[src/rtl/seq_multiplier_pkg.sv]
// ----------------------------------------------------------------------------
// seq_multiplier_pkg
//
// Shared constants for the RISC240 datapath multiplier.
//   WORD_WIDTH  : machine word width, used as the default operand width
//   mul_state_t : multiplier sequencing states (idle, iterating, result held)
//   countWidth  : bit width of an iteration counter that reaches width-1
// ----------------------------------------------------------------------------
package seq_multiplier_pkg;

   localparam int WORD_WIDTH = 16;

   typedef enum logic [1:0] {
      MUL_IDLE = 2'd0,
      MUL_RUN  = 2'd1,
      MUL_DONE = 2'd2
   } mul_state_t;

   // A one-bit counter is still needed when only one iteration is run
   function automatic int countWidth(input int width);
      return (width > 1) ? $clog2(width) : 1;
   endfunction

endpackage

[src/rtl/seq_multiplier.sv]
// ----------------------------------------------------------------------------
// seq_multiplier
//
// Iterative shift-add unsigned multiplier. One partial product is added per
// clock, so a WIDTH-bit multiply takes exactly WIDTH cycles after acceptance.
// The controlpath holds start high until mulDone and then drops it.
//
// Ports:
//   clock    : system clock, rising edge active
//   reset_L  : asynchronous active-low reset
//   start    : level request, held high until mulDone is seen
//   opA      : multiplicand, sampled only on the accepting edge
//   opB      : multiplier, sampled only on the accepting edge
//   product  : last completed 2*WIDTH-bit product (registered)
//   mulDone  : high while the completed result is being held
//   busy     : high while iterations are in progress
// ----------------------------------------------------------------------------
module seq_multiplier
   import seq_multiplier_pkg::*;
#(
   parameter int WIDTH = WORD_WIDTH
) (
   input  logic               clock,
   input  logic               reset_L,
   input  logic               start,
   input  logic [WIDTH-1:0]   opA,
   input  logic [WIDTH-1:0]   opB,
   output logic [2*WIDTH-1:0] product,
   output logic               mulDone,
   output logic               busy
);

   localparam int CNT_W = countWidth(WIDTH);
   localparam logic [CNT_W-1:0] LAST_ITER = CNT_W'(WIDTH - 1);

   mul_state_t           state_q,   state_d;
   logic [2*WIDTH-1:0]   acc_q,     acc_d;
   logic [2*WIDTH-1:0]   mcand_q,   mcand_d;
   logic [WIDTH-1:0]     mplier_q,  mplier_d;
   logic [CNT_W-1:0]     count_q,   count_d;
   logic [2*WIDTH-1:0]   product_q, product_d;
   logic [2*WIDTH-1:0]   partialSum;

   // The accumulator plus the current partial product. The multiplicand has
   // been shifted at most WIDTH-1 places, so this sum never exceeds 2*WIDTH
   // bits and no carry out is lost.
   always_comb begin
      partialSum = acc_q + (mplier_q[0] ? mcand_q : '0);
   end

   // Next-state logic. Abort has priority over iterating: if the
   // controlpath drops start mid-run, the partial result is thrown away and
   // product keeps whatever the last completed run produced. The final
   // iteration writes product directly from partialSum so that the last
   // add is included without an extra cycle.
   always_comb begin
      state_d   = state_q;
      acc_d     = acc_q;
      mcand_d   = mcand_q;
      mplier_d  = mplier_q;
      count_d   = count_q;
      product_d = product_q;

      unique case (state_q)
         MUL_IDLE: begin
            if (start) begin
               mcand_d  = {{WIDTH{1'b0}}, opA};
               mplier_d = opB;
               acc_d    = '0;
               count_d  = '0;
               state_d  = MUL_RUN;
            end
         end

         MUL_RUN: begin
            if (!start) begin
               state_d = MUL_IDLE;
            end else begin
               acc_d    = partialSum;
               mcand_d  = mcand_q << 1;
               mplier_d = mplier_q >> 1;
               count_d  = count_q + CNT_W'(1);
               if (count_q == LAST_ITER) begin
                  product_d = partialSum;
                  state_d   = MUL_DONE;
               end
            end
         end

         MUL_DONE: begin
            // Requiring start to go low before leaving prevents a held
            // request from immediately retriggering another multiply.
            if (!start) begin
               state_d = MUL_IDLE;
            end
         end

         default: begin
            state_d = MUL_IDLE;
         end
      endcase
   end

   // State and datapath registers; reset discards any run in progress.
   always_ff @(posedge clock or negedge reset_L) begin
      if (!reset_L) begin
         state_q   <= MUL_IDLE;
         acc_q     <= '0;
         mcand_q   <= '0;
         mplier_q  <= '0;
         count_q   <= '0;
         product_q <= '0;
      end else begin
         state_q   <= state_d;
         acc_q     <= acc_d;
         mcand_q   <= mcand_d;
         mplier_q  <= mplier_d;
         count_q   <= count_d;
         product_q <= product_d;
      end
   end

   assign product = product_q;
   assign busy    = (state_q == MUL_RUN);
   assign mulDone = (state_q == MUL_DONE);

endmodule

[config.mk]
export PLATFORM = sky130hd
export DESIGN_NAME = seq_multiplier
export DESIGN_NICKNAME = d
export VERILOG_FILES = /design/src/rtl/seq_multiplier_pkg.sv /design/src/rtl/seq_multiplier.sv
export SDC_FILE = /design/constraint.sdc
export NUM_CORES = 1
export LEC_CHECK = 0
export BUFFER_PORTS_ARGS = -buffer_cell sky130_fd_sc_hd__buf_4
export CAP_MARGIN = 20
export CORE_UTILIZATION = 40
export CTS_CLUSTER_DIAMETER = 40
export DETAILED_ROUTE_END_ITERATION = 8
export PLACE_DENSITY = 0.63
export SLEW_MARGIN = 10
export SYNTH_ARGS = -nofsm -noshare
export SYNTH_HDL_FRONTEND = slang
export SYNTH_SLANG_ARGS = --single-unit
[constraint.sdc]
create_clock -name clock -period 2.8 [get_ports clock]
set_input_delay 0.42 -clock clock [delete_from_list [all_inputs] [get_ports clock]]
set_output_delay 0.42 -clock clock [all_outputs]
set_load 0.03 [all_outputs]
==> flow_metrics.env, run 1 <==
export IMPL_status="completed"
export IMPL_grt_max_degree=61
export IMPL_synthTopCellsByArea="dfrtp_1 (44%), nand2_1 (6.8%), ha_1 (6.0%)"
export IMPL_crit_reg2reg_capture="product[26]$_DFFE_PN0P_"
export IMPL_setup_worst_path_start_class="register"
export IMPL_clkTransAtPathRegs_ps=60
export IMPL_grt_pass1_wl_um=28400
export IMPL_synth_area_per_cell_um2=9.65
export IMPL_wl_um=16800
export IMPL_slowest_stage="dfrtp_1"
export IMPL_insertion_delay_ps=430
export IMPL_drt_pass1_iterations=4
export IMPL_reg2regPathDepth=10
export IMPL_period_share_pct=95.9
export IMPL_required_ps=3120
export IMPL_maxCapViolations=0
export IMPL_crit_path_end_kind="register"
export IMPL_grt_pass1_vias=5655
export IMPL_drtIter0Drc=284
export IMPL_r2r_start="mplier_q[0]$_DFFE_PN0P_"
export IMPL_critPathKind="register to register"
export IMPL_crit_fanout=5
export IMPL_avgViaCountPerCell=5.35
export IMPL_yosysUniqueCellTypes=59
export IMPL_fin_nets=843
export IMPL_wl_per_cell_um=16.7
export IMPL_ant_nets=0
export IMPL_antenna_found_initial=0
export IMPL_htreeDepth=4
export IMPL_critical_path_most_common_cell="a21oi_2"
export IMPL_drcViolationCount=0
export IMPL_peakVddDrop_uv=420
export IMPL_final_util_pct=51.6
export IMPL_ios=69
export IMPL_fin_setup_tns_ps=0
export IMPL_cts_tree="done"
export IMPL_hpwl_um=12200
export IMPL_place_ws_ps=20.8
export IMPL_synthCells=693
export IMPL_dr_total_vias=5376
export IMPL_finalPower_mw=4.81
export IMPL_power_density_mw_per_mm2=578
export IMPL_tightest_slew_ps=632
export IMPL_yosysSeqAreaShare_pct=44.2
export IMPL_synth_edff_count=0
export IMPL_use_met3_pct=4.40
export IMPL_cts_buffers=17
export IMPL_synth_nets=761
export IMPL_grt_ovfl_total=0
export IMPL_fmax_mhz=372
export IMPL_slew_violations=0
export IMPL_antenna_cells=0
export IMPL_synth_top_area_share_pct=44.2
export IMPL_drive_above_1_share_pct=23.6
export IMPL_synth_area_mm2=0.00669
export IMPL_cts_hold_buffers_added=0
export IMPL_crit_path_max_incr_delay_ps=410
export IMPL_die_y_um=131
export IMPL_cts_root_buf="clkbuf_16"
export IMPL_start_util_pct=41.5
export IMPL_die_area_mm2=0.0172
export IMPL_hold_path_class="input pin to asynchronous set/reset pin"
export IMPL_final_cells=1004
export IMPL_synth_seq_cells=118
export IMPL_holdWs_ps=4.37
export IMPL_gp_congestion=0.892
export IMPL_cts_sink_count=118
export IMPL_coreArea_mm2=0.0161
export IMPL_p_leak_nw=3.99
export IMPL_cts_buffer_depth=2
export IMPL_met2_usage_pct=32.5
export IMPL_r2r_setup_slack_ps=110
export IMPL_grt_use_total_pct=20.7
export IMPL_grt_util_met1_pct=27.4
export IMPL_crit_chain="and2_1, ha_1, fa_2, a21oi_2, o211ai_1, a21oi_2, o21ai_4, a31o_1, xor2_1, mux2_2"
export IMPL_synth_flop_cell="dfrtp_1"
export IMPL_final_min_clock_period_ps=2690
export IMPL_die_width_um=131
export IMPL_relSlewSlack_pct=57.8
export IMPL_yosysWarnings=0
export IMPL_area_growth_pct=24.4
export IMPL_synth_area_leader_cell="dfrtp_1"
export IMPL_rows=46
export IMPL_skew_ps=11.6
export IMPL_setup_violations=0
export IMPL_postPlaceCellArea_mm2=0.00760
export IMPL_port_buffers=68
export IMPL_fin_area_mm2=0.00832
export IMPL_synthArstFlopShare_pct=100
export IMPL_cp_data_arrival_time_ps=3000
export IMPL_busiest_layer="met2"
export IMPL_finalHoldViolations=0
export IMPL_worst_slack_ps=114
export IMPL_dp_cells=971
-- state kept, by name, summed over array words and instances (netlist names) --
name and cells:
state_q 2, mplier_q 16, acc_q 32, count_q 4
mcand_q 32, product 32
-- cell families (layout without fill, tap and decap cells) --
| group | count (synthesis) | after routing | share of synthesized area, % |
|---|---|---|---|
| XOR/XNOR | 27 | 27 | 3.54 |
| buffers and inverters | 48 | 143 | 3.07 |
| adder cells (fa/ha/maj) | 33 | 33 | 6.29 |
| AND/OR/NAND/NOR | 224 | 224 | 15.5 |
| flip-flops | 118 | 118 | 44.2 |
| AO/OA/AOI/OAI | 203 | 203 | 21.2 |
| multiplexers | 40 | 40 | 6.21 |
-- where the power goes --
group	internal, mW	switching [mW]
combinational	0.259	0.349
clock	1.51	0.805
sequential	1.81	0.0779
total	3.58	1.23
-- synthesized netlist by cell type (all sizes together), types with 15 or more instances --
| library cell | count |
|---|---|
| a21oi | 40 |
| clkbuf | 25 |
| nor2 | 23 |
| nand2 | 124 |
| dfrtp | 118 |
| and2 | 33 |
| o21ai | 73 |
| a22o | 38 |
| buf | 15 |
| mux2i | 31 |
| xnor2 | 16 |
| ha | 32 |
-- worst max-delay path: cells and delay by family (launching register included) --
family,cells,cell delay (ps)
simple gates,1,160
flops,1,410
fa+ha+maj,2,630
compound gates,5,980
xor+xnor,1,150
mux,1,260
-- cell usage in the layout, fill, tap and decap left out, types with 4 or more instances in the layout --
| cell type | count |
|---|---|
| and3_1 | 5 |
| o21bai_1 | 5 |
| nand3_1 | 10 |
| nand4_1 | 8 |
| a21oi_1 | 28 |
| nor2b_1 | 5 |
| ha_1 | 27 |
| o21ai_1 | 19 |
| nor3_1 | 5 |
| mux2i_1 | 31 |
| a21oi_2 | 10 |
| a31oi_1 | 5 |
| a22o_1 | 38 |
| o21a_1 | 4 |
| xnor2_1 | 16 |
| buf_4 | 100 |
| inv_1 | 8 |
| and2_1 | 33 |
| dfrtp_1 | 118 |
| nand2_2 | 4 |
| nand2_1 | 120 |
| o21ai_0 | 51 |
| bufinv_16 | 4 |
| mux2_2 | 8 |
| clkinvlp_4 | 5 |
| nor2_1 | 22 |
| xor2_1 | 10 |
| a21o_1 | 8 |
| clkbuf_16 | 17 |
| o211ai_1 | 5 |
-- cell type report --
type / count / area [um2]
Fill cell: 1485 / 7800
Multi-Input combinational cell: 527 / 3630
Sequential cell: 118 / 2950
Timing Repair Buffer: 103 / 811
Clock buffer: 20 / 447
Tap cell: 216 / 270
Clock inverter: 12 / 176
Inverter: 8 / 30.0
-- routing by layer --
metal / wire length [um] / share of wire [%]
met5: 0 / 0
met4: 308 / 1.8
met3: 733 / 4.4
met2: 7980 / 47
met1: 7800 / 46
-- worst max-delay path by stage --
stage,from,end,slack (ps),cells past startpoint
after floorplan,mplier_q[0]$_DFFE_PN0P_,product[26]$_DFFE_PN0P_,230,10
after global placement,mplier_q[0]$_DFFE_PN0P_,product[26]$_DFFE_PN0P_,70,10
after detailed placement,mplier_q[0]$_DFFE_PN0P_,product[26]$_DFFE_PN0P_,20,10
after CTS,mplier_q[0]$_DFFE_PN0P_,product[26]$_DFFE_PN0P_,10,10
after global routing,mplier_q[0]$_DFFE_PN0P_,acc_q[24]$_DFFE_PN0P_,-10,10
final,mplier_q[0]$_DFFE_PN0P_,product[26]$_DFFE_PN0P_,110,10
-- what timing repair did --
action                                  4_1_cts  5_1_grt
endpoints found under the setup margin        0       22
resized for setup                             0       20
setup buffers                                 0        1
(Power assumes the default switching activity.)
==> run 2, diff against run 1 <==
CORE_ASPECT_RATIO = 1.25   (was default)
==> run 2 against run 1 <==
Compared with the run above:
- non-clock buffer count fell by 7
- final cell count fell by 0.70%
- wire length barely moved
- critical path depth did not move
- cell area fell by 1.8%
- power fell by 2.1%
- fmax barely moved
- hold slack improved by 250 ps
- setup slack barely moved
- global-route usage fell by 0.096 points
- largest cell class unchanged
- clock skew barely moved
==> flow_metrics.env, run 2 (synthesized netlist as in run 1, its figures left out) <==
export IMPL_status="completed"
export IMPL_hold_path_class="input pin to register"
export IMPL_finalHoldViolations=0
export IMPL_ant_nets=0
export IMPL_ios=69
export IMPL_rsz0062_at_grt="no"
export IMPL_required_ps=3100
export IMPL_drcViolationCount=0
export IMPL_crit_reg2reg_capture="acc_q[24]$_DFFE_PN0P_"
export IMPL_final_util_pct=50.2
export IMPL_fmax_mhz=372
export IMPL_drtIter0Drc=315
export IMPL_coreArea_mm2=0.0163
export IMPL_holdWs_ps=254
export IMPL_setup_worst_path_start_class="register"
export IMPL_antenna_cells=0
export IMPL_fin_setup_tns_ps=0
export IMPL_cts_tree="done"
export IMPL_critPathKind="register to register"
export IMPL_gp_congestion=0.912
export IMPL_min_to="state_q[1]$_DFFE_PN0P_"
export IMPL_die_width_um=118
export IMPL_crit_fanout=20
export IMPL_cts_root_buf="clkbuf_16"
export IMPL_grt_pass1_wl_um=27900
export IMPL_layout_common_cells="nand2_1 (121), dfrtp_1 (118), buf_4 (94)"
export IMPL_grt_pass1_vias=5468
export IMPL_wl_per_cell_um=16.9
export IMPL_cts_buffer_depth=2
export IMPL_grt_use_total_pct=20.6
export IMPL_fin_nets=836
export IMPL_hpwl_um=12400
export IMPL_power_density_mw_per_mm2=576
export IMPL_cp_data_arrival_time_ps=2990
export IMPL_crit_path_end_kind="register"
export IMPL_hp_start="start"
export IMPL_grt_ovfl_total=0
export IMPL_port_buffers=68
export IMPL_min_path_cells=3
export IMPL_dp_cells=964
export IMPL_maxCapViolations=0
export IMPL_skew_ps=11.5
export IMPL_setup_violations=0
export IMPL_clkTransAtPathRegs_ps=60
export IMPL_grt_max_degree=72
export IMPL_fin_area_mm2=0.00817
export IMPL_peakVddDrop_uv=442
export IMPL_drt_pass1_iterations=5
export IMPL_postPlaceCellArea_mm2=0.00753
export IMPL_reg2regPathDepth=10
export IMPL_r2r_setup_slack_ps=110
export IMPL_die_area_mm2=0.0172
export IMPL_drive_above_1_share_pct=21.5
export IMPL_start_util_pct=41.1
export IMPL_final_common_cell="nand2_1"
export IMPL_antenna_found_initial=0
export IMPL_rows=52
export IMPL_die_y_um=147
export IMPL_cts_sink_count=118
export IMPL_p_leak_nw=3.93
export IMPL_wl_um=16800
export IMPL_r2r_start="mplier_q[0]$_DFFE_PN0P_"
export IMPL_insertion_delay_ps=420
export IMPL_relSlewSlack_pct=48.4
export IMPL_final_cells=997
export IMPL_cts_buffers=17
export IMPL_period_share_pct=95.9
export IMPL_htreeDepth=4
export IMPL_slew_violations=0
export IMPL_avgViaCountPerCell=5.42
export IMPL_dr_total_vias=5401
export IMPL_tightest_slew_ps=774
export IMPL_area_growth_pct=22.2
export IMPL_final_min_clock_period_ps=2690
run 2: cell count changes in the layout (fill, tap and decap cells not counted), sizes merged:
cell	previous run	this run
buf	103	95
clkinv	2	4
bufinv	4	3
clkinvlp	5	4
dlygate4sd3	0	1
run 2: power breakdown:
group,leakage (nW),internal (mW),switching [mW]
logic,2.06,0.249,0.354
clock network,0.282,1.42,0.803
registers,1.59,1.81,0.0772
total,3.93,3.48,1.23
run 2: repair_timing:
action	in CTS	in global routing
endpoints found under the hold margin	19	0
setup endpoints to repair	0	12
setup buffers	0	0
hold buffers	1	0
gates resized for setup	0	10
run 2: critical path, cell delays in order, from the launching register on:
cell      delay (ps)
dfrtp_1          390
buf_4            190
and2_1           160
ha_2             400
nand2_1           80
o211ai_1         330
a21oi_2          120
o21ai_2          250
nand4_1          170
a21o_1           220
a32o_1           240
run 2: stage by stage:
step	setup WS, ps	power, mW
global route	0.531	4.91
global placement	125	2.49
detailed placement	78.3	2.51
finish	114	4.71
floorplan	232	2.29
CTS	64.2	4.75
run 2: final cells by class:
cell class	instances	area, um2
clock buffers	20	447
clock inverters	12	153
fillers	1532	8090
inverters	8	30.0
multi-input cells	527	3580
flip-flops and latches	118	2950
well taps	216	270
repair buffers	96	736
run 2: per-layer routing:
layer	GRT usage, %	vias up	wire length [um]
li1	-	2629	-
met1	25.3	2642	7410
met2	35.6	107	8600
met3	4.02	23	465
met4	7.24	0	340
met5	0	-	0
run 2: worst max-delay path by stage:
stage / slack, ps / endpoint / cells after the start / start
3_5_place_dp: 80 / product[26]$_DFFE_PN0P_ / 10 / mcand_q[0]$_DFFE_PN0P_
4_1_cts: 60 / product[26]$_DFFE_PN0P_ / 10 / mcand_q[0]$_DFFE_PN0P_
3_3_place_gp: 120 / product[26]$_DFFE_PN0P_ / 10 / mcand_q[0]$_DFFE_PN0P_
5_1_grt: 0.5 / product[28]$_DFFE_PN0P_ / 11 / mplier_q[0]$_DFFE_PN0P_
6_report: 110 / acc_q[24]$_DFFE_PN0P_ / 10 / mplier_q[0]$_DFFE_PN0P_
2_1_floorplan: 230 / product[26]$_DFFE_PN0P_ / 10 / mplier_q[0]$_DFFE_PN0P_
